$ cat src/rtl/lifo_arbiter.sv
// Round-robin front end that lets N_REQ clients share one 16-bit LIFO.
// Drives registered push/pop strobes and returns pop data tagged with the requester ID.
module lifo_arbiter #(
  parameter int N_REQ  = 4,
  parameter int DEPTH  = 16,
  parameter int RD_LAT = 1
) (
  input  logic                       clk,
  input  logic                       rst_n,
  input  logic [N_REQ-1:0]           req_valid,
  input  logic [N_REQ-1:0]           req_op,
  input  logic [16*N_REQ-1:0]        req_data,
  output logic [N_REQ-1:0]           req_ready,
  output logic                       rsp_valid,
  output logic [$clog2(N_REQ)-1:0]   rsp_id,
  output logic [15:0]                rsp_data,
  output logic                       rsp_err,
  output logic [$clog2(DEPTH+1)-1:0] level,
  output logic                       lifo_push,
  output logic                       lifo_pop,
  output logic [15:0]                lifo_data_in,
  input  logic [15:0]                lifo_data_out
);

  localparam int ID_W  = $clog2(N_REQ);
  localparam int LVL_W = $clog2(DEPTH + 1);
  localparam int CNT_W = $clog2(RD_LAT + 1);

  typedef enum logic {S_IDLE = 1'b0, S_WAIT = 1'b1} state_e;

  state_e             state_q, state_d;
  logic [ID_W-1:0]    rr_q, rr_d;
  logic [LVL_W-1:0]   level_q, level_d;
  logic               push_q, push_d;
  logic               pop_q, pop_d;
  logic [15:0]        din_q, din_d;
  logic               rsp_valid_q, rsp_valid_d;
  logic [ID_W-1:0]    rsp_id_q, rsp_id_d;
  logic [15:0]        rsp_data_q, rsp_data_d;
  logic               rsp_err_q, rsp_err_d;
  logic [CNT_W-1:0]   cnt_q, cnt_d;
  logic [ID_W-1:0]    pend_id_q, pend_id_d;

  logic [N_REQ-1:0]   elig_s;
  logic [N_REQ-1:0]   grant_s;
  logic [ID_W-1:0]    gnt_id_s;
  logic               gnt_any_s;
  logic [ID_W:0]      scan_sum_s;
  logic [ID_W-1:0]    scan_idx_s;

  // A push at full is held rather than errored; nothing is eligible while a pop is in flight.
  always_comb begin
    elig_s = '0;
    for (int i = 0; i < N_REQ; i++) begin
      if (state_q == S_IDLE && req_valid[i] && !(!req_op[i] && level_q == LVL_W'(DEPTH))) begin
        elig_s[i] = 1'b1;
      end else begin
        elig_s[i] = 1'b0;
      end
    end
  end

  always_comb begin
    grant_s    = '0;
    gnt_id_s   = '0;
    gnt_any_s  = 1'b0;
    scan_sum_s = '0;
    scan_idx_s = '0;
    for (int k = 0; k < N_REQ; k++) begin
      scan_sum_s = {1'b0, rr_q} + (ID_W+1)'(k);
      if (scan_sum_s >= (ID_W+1)'(N_REQ)) begin
        scan_sum_s = scan_sum_s - (ID_W+1)'(N_REQ);
      end else begin
        scan_sum_s = scan_sum_s;
      end
      scan_idx_s = scan_sum_s[ID_W-1:0];
      if (!gnt_any_s && elig_s[scan_idx_s]) begin
        gnt_any_s = 1'b1;
        gnt_id_s  = scan_idx_s;
      end else begin
        gnt_any_s = gnt_any_s;
      end
    end
    if (gnt_any_s) begin
      grant_s[gnt_id_s] = 1'b1;
    end else begin
      grant_s = '0;
    end
  end

  always_comb begin
    state_d     = state_q;
    rr_d        = rr_q;
    level_d     = level_q;
    push_d      = 1'b0;
    pop_d       = 1'b0;
    din_d       = din_q;
    rsp_valid_d = 1'b0;
    rsp_id_d    = rsp_id_q;
    rsp_data_d  = rsp_data_q;
    rsp_err_d   = rsp_err_q;
    cnt_d       = cnt_q;
    pend_id_d   = pend_id_q;
    case (state_q)
      S_IDLE: begin
        if (gnt_any_s) begin
          rr_d = (gnt_id_s == ID_W'(N_REQ - 1)) ? '0 : gnt_id_s + ID_W'(1);
          if (!req_op[gnt_id_s]) begin
            push_d  = 1'b1;
            din_d   = req_data[{gnt_id_s, 4'b0000} +: 16];
            level_d = level_q + LVL_W'(1);
          end else if (level_q == '0) begin
            // Empty pop answers immediately without touching the LIFO.
            rsp_valid_d = 1'b1;
            rsp_err_d   = 1'b1;
            rsp_data_d  = 16'h0000;
            rsp_id_d    = gnt_id_s;
          end else begin
            pop_d     = 1'b1;
            level_d   = level_q - LVL_W'(1);
            state_d   = S_WAIT;
            cnt_d     = '0;
            pend_id_d = gnt_id_s;
          end
        end else begin
          state_d = S_IDLE;
        end
      end
      S_WAIT: begin
        // First WAIT cycle is the pop strobe itself; data is valid RD_LAT cycles later.
        if (cnt_q == CNT_W'(RD_LAT)) begin
          rsp_valid_d = 1'b1;
          rsp_err_d   = 1'b0;
          rsp_data_d  = lifo_data_out;
          rsp_id_d    = pend_id_q;
          state_d     = S_IDLE;
        end else begin
          cnt_d = cnt_q + CNT_W'(1);
        end
      end
      default: begin
        state_d = S_IDLE;
      end
    endcase
  end

  always_ff @(posedge clk or negedge rst_n) begin
    if (!rst_n) begin
      state_q     <= S_IDLE;
      rr_q        <= '0;
      level_q     <= '0;
      push_q      <= 1'b0;
      pop_q       <= 1'b0;
      din_q       <= 16'h0000;
      rsp_valid_q <= 1'b0;
      rsp_id_q    <= '0;
      rsp_data_q  <= 16'h0000;
      rsp_err_q   <= 1'b0;
      cnt_q       <= '0;
      pend_id_q   <= '0;
    end else begin
      state_q     <= state_d;
      rr_q        <= rr_d;
      level_q     <= level_d;
      push_q      <= push_d;
      pop_q       <= pop_d;
      din_q       <= din_d;
      rsp_valid_q <= rsp_valid_d;
      rsp_id_q    <= rsp_id_d;
      rsp_data_q  <= rsp_data_d;
      rsp_err_q   <= rsp_err_d;
      cnt_q       <= cnt_d;
      pend_id_q   <= pend_id_d;
    end
  end

  assign req_ready    = grant_s;
  assign rsp_valid    = rsp_valid_q;
  assign rsp_id       = rsp_id_q;
  assign rsp_data     = rsp_data_q;
  assign rsp_err      = rsp_err_q;
  assign level        = level_q;
  assign lifo_push    = push_q;
  assign lifo_pop     = pop_q;
  assign lifo_data_in = din_q;

endmodule

$ cat config.mk
export PLATFORM = sky130hd
export DESIGN_NAME = lifo_arbiter
export DESIGN_NICKNAME = d
export VERILOG_FILES = /design/src/rtl/lifo_arbiter.sv
export SDC_FILE = /design/constraint.sdc
export NUM_CORES = 1
export LEC_CHECK = 0
export BUFFER_PORTS_ARGS = -buffer_cell sky130_fd_sc_hd__buf_2
export CAP_MARGIN = 20
export CORE_MARGIN = 2
export CORE_UTILIZATION = 43
export CTS_BUF_LIST = sky130_fd_sc_hd__clkbuf_4 sky130_fd_sc_hd__clkbuf_8
export CTS_CLUSTER_SIZE = 16
export DETAILED_ROUTE_END_ITERATION = 12
export GPL_TIMING_DRIVEN = 1
export PLACE_DENSITY_LB_ADDON = 0.25
export SETUP_SLACK_MARGIN = 0.4
export SYNTH_ARGS = -nofsm -noshare
export SYNTH_HDL_FRONTEND = slang
export SYNTH_SLANG_ARGS = --single-unit
$ cat constraint.sdc
create_clock -name clk -period 3.9 [get_ports clk]
set_input_delay 0.195 -clock clk [delete_from_list [all_inputs] [get_ports clk]]
set_output_delay 0.195 -clock clk [all_outputs]
set_load 0.02 [all_outputs]
==> reports/results.tsv <==
metric	value	unit
gr ovfl total	0	
Final Wtd Congestion	0.9006	
DRT antenna net count	0	
DRC Markers	0	
initial antenna violation count	0	
fin. max-slew vios	0	
clk buf depth	2	
Final #Nets	531	
Die Ht	83.92	microns
wire per inst	12.71	microns
initial core utilization	43.75	%
worst path cell trace	or4_4 -> buf_4 -> o211ai_1 -> a21oi_1 -> a211oi_2 -> mux4_2 -> xnor2_1 -> ha_1 -> o31a_1 -> nor3_1 -> a21oi_1 -> nor2_1 -> xnor2_1	
largest area contributor in the netlist	dfrtp_1	
share of cells above drive strength 1	43.58	%
Fin Setup TNS	0	ns
Worst VDD drop	0.4619	mV
Post-synth EDFFs	0	
clock skew	0.008200	ns
Crit path arrival time	3.71	ns
Port Buf Inserts	136	
clk slew on worst S/H paths	0.09	ns
Min-Delay Path Class	in -> async	
diodes inserted	0	
Syn Inst Count	296	
Routed Wire Length	6518	microns
Critical Path Start Type	flip-flop	
r2r startpoint	level[0]	
worst hold margin	-0.02487	ns
vias in the first global route	2437	
Worst R2R End	level[4]	
pre-CTS WS	0.2408	ns
DP Wirelength	4821	microns
H-Tree Depth	2	
GRT Util Overall	18.63	%
latest clock arrival within the worst-skew pair	0.30	ns
total number of vias	2514	
Setup violations, final	0	
Die ar.	7043	sq um
max frequency	287.3	MHz
post-layout min period	3.481	ns
CTS sink cnt	49	
Distinct cells, synth	36	
crit path buf inv count	1	
critical path's top delay family	compound AO/OA/AOI/OAI gates	
1st-iter DRT viols	62	
Synth top area share	44.65	%
final core utilization	59.02	%
outcome	finished, violations left	
# IOs	137	
1st-pass router iterations	4	
Yosys reg bits	49	
Slowest Stage Delay on Critical Path	0.59	ns
Mapped Nets	392	
YS warnings	0	
CP Class	reg -> reg	
area of the mapped netlist	2746	sq um
max cap viols	0	
Synth Flop Type	dfrtp_1	
worst path required time	4.13	ns
Worst Setup End Kind	flip-flop	
Final Cycle Share	89.26	%
Leakage Power	1.901	nW
TritonCTS clock tree	built	
Synth Area per Inst	9.278	sq um
first-pass GRT wire length	10810	microns
CTS buffer count	5	
Syn-to-layout area delta	34.90	%
violated checks	negative hold slack	
core area	6277	sq um
final hold viol count	38	
std cell rows	29	
worst r2r path cells	13	
worst slew pin tran	0.6790	ns
Hold Buf Count CTS	0	
asr flop ratio synth	100.0	%
top post-synthesis cells by area	dfrtp_1 (45%), o21ai_0 (10%), mux2_2 (7.4%)	
crit path max-delay cell type	or4_4	
largest net degree at the start of global routing	50	
die width	83.92	microns
Relative slew margins	54.38	%
Vias per Instance	4.901	
worst setup margin	0.4187	ns
clk root buf	clkbuf_8	
RSZ-0062 raised after global routing	true	
R2R setup slack	0.42	ns
worst-path fanout max	5	
PwrDens	889.1	nW/um^2
register area share after synthesis	44.65	%
==> cells by family after synthesis <==
family | count (synthesis) | synth area share (%)
AND/OR/NAND/NOR | 79 | 12.76
flip-flops | 49 | 44.65
AO/OA/AOI/OAI | 78 | 16.86
multiplexers | 37 | 14.76
buffers and inverters | 43 | 6.970
XOR/XNOR | 4 | 1.276
adder cells (fa/ha/maj) | 6 | 2.733
==> report_power, final <==
group          internal (W)  total [W]  switching (W)
combinational      0.000783    0.00196        0.00118
clock              0.000258   0.000431       0.000172
sequential         0.000756   0.000902       0.000145
total               0.00180    0.00329        0.00150
==> through the flow <==
step	area [sq um]	hold slack, ns	cells	power, W
global route	3705	0.04648	513	0.003589
detailed placement	3496	0.3468	498	0.002822
global placement	3496	0.3428	498	0.002761
finish	3705	-0.02487	513	0.003294
floorplan	2759	-0.1006	296	0.002315
CTS	3682	0.008759	512	0.003302
==> cell usage in the layout, fill, tap and decap left out, drive strengths merged, types with 3 or more instances in the layout <==
| master | count |
|---|---|
| ha | 6 |
| dfrtp | 49 |
| inv | 25 |
| clkbuf | 5 |
| mux2i | 18 |
| nand2 | 41 |
| o21ai | 57 |
| nor3 | 4 |
| nand3 | 16 |
| nor2 | 10 |
| nor2b | 5 |
| a21oi | 11 |
| xnor2 | 3 |
| mux2 | 18 |
| buf | 150 |
==> registers in the layout, summed over array words and instances (netlist names) <==
register,cells
cnt_q,1
rsp_valid,1
state_q,1
rsp_err,1
level,5
lifo_pop,1
rsp_id,2
rr_q,2
lifo_data_in,16
pend_id_q,2
lifo_push,1
rsp_data,16
==> cells in the mapped netlist, types with 2 or more instances <==
cell and number:
clkbuf_1 8, nor2b_1 5, inv_1 24, buf_6 2, o311a_1 2, xnor2_1 3
buf_4 2, dfrtp_1 49, o21ai_0 55, ha_1 6, buf_2 6, nand3_1 16
a21oi_1 9, mux2i_1 18, a21oi_2 2, nor2_1 10, nor3_1 4, mux2_2 18
nand2_1 40
==> final cells by class <==
class / instances / area, sq um
timing repair buffer: 150 / 789.5
inverter: 24 / 90.09
multi-input combinational: 205 / 1363
sequential: 49 / 1229
clock inverter: 3 / 68.82
fill: 569 / 2572
clock buffer: 5 / 68.82
tap: 77 / 96.34
==> worst max path at each step <==
stage	from	to	cells past startpoint
finish	level[0]	level[4]	13
global route	level[0]	level[4]	13
CTS	level[0]	level[4]	12
detailed placement	level[1]	level[4]	12
global placement	level[1]	level[4]	12
floorplan	level[1]	level[4]	14
==> layer usage <==
layer  vias to the layer above  global-route usage [%]  wire, microns
li1                       1290                       -              -
met1                      1107                   21.76           2667
met2                       112                   33.60           3267
met3                         5                   5.242            514
met4                         0                   4.692             68
met5                         -                       0              0
==> repair_timing <==
item,CTS,global route
setup endpoints to repair,4,27
hold endpoints to repair,0,0
setup buffers,6,0
cloned,0,1
gates resized for setup,2,3
pin swaps,3,2
Power figures use the tool's default switching activity.
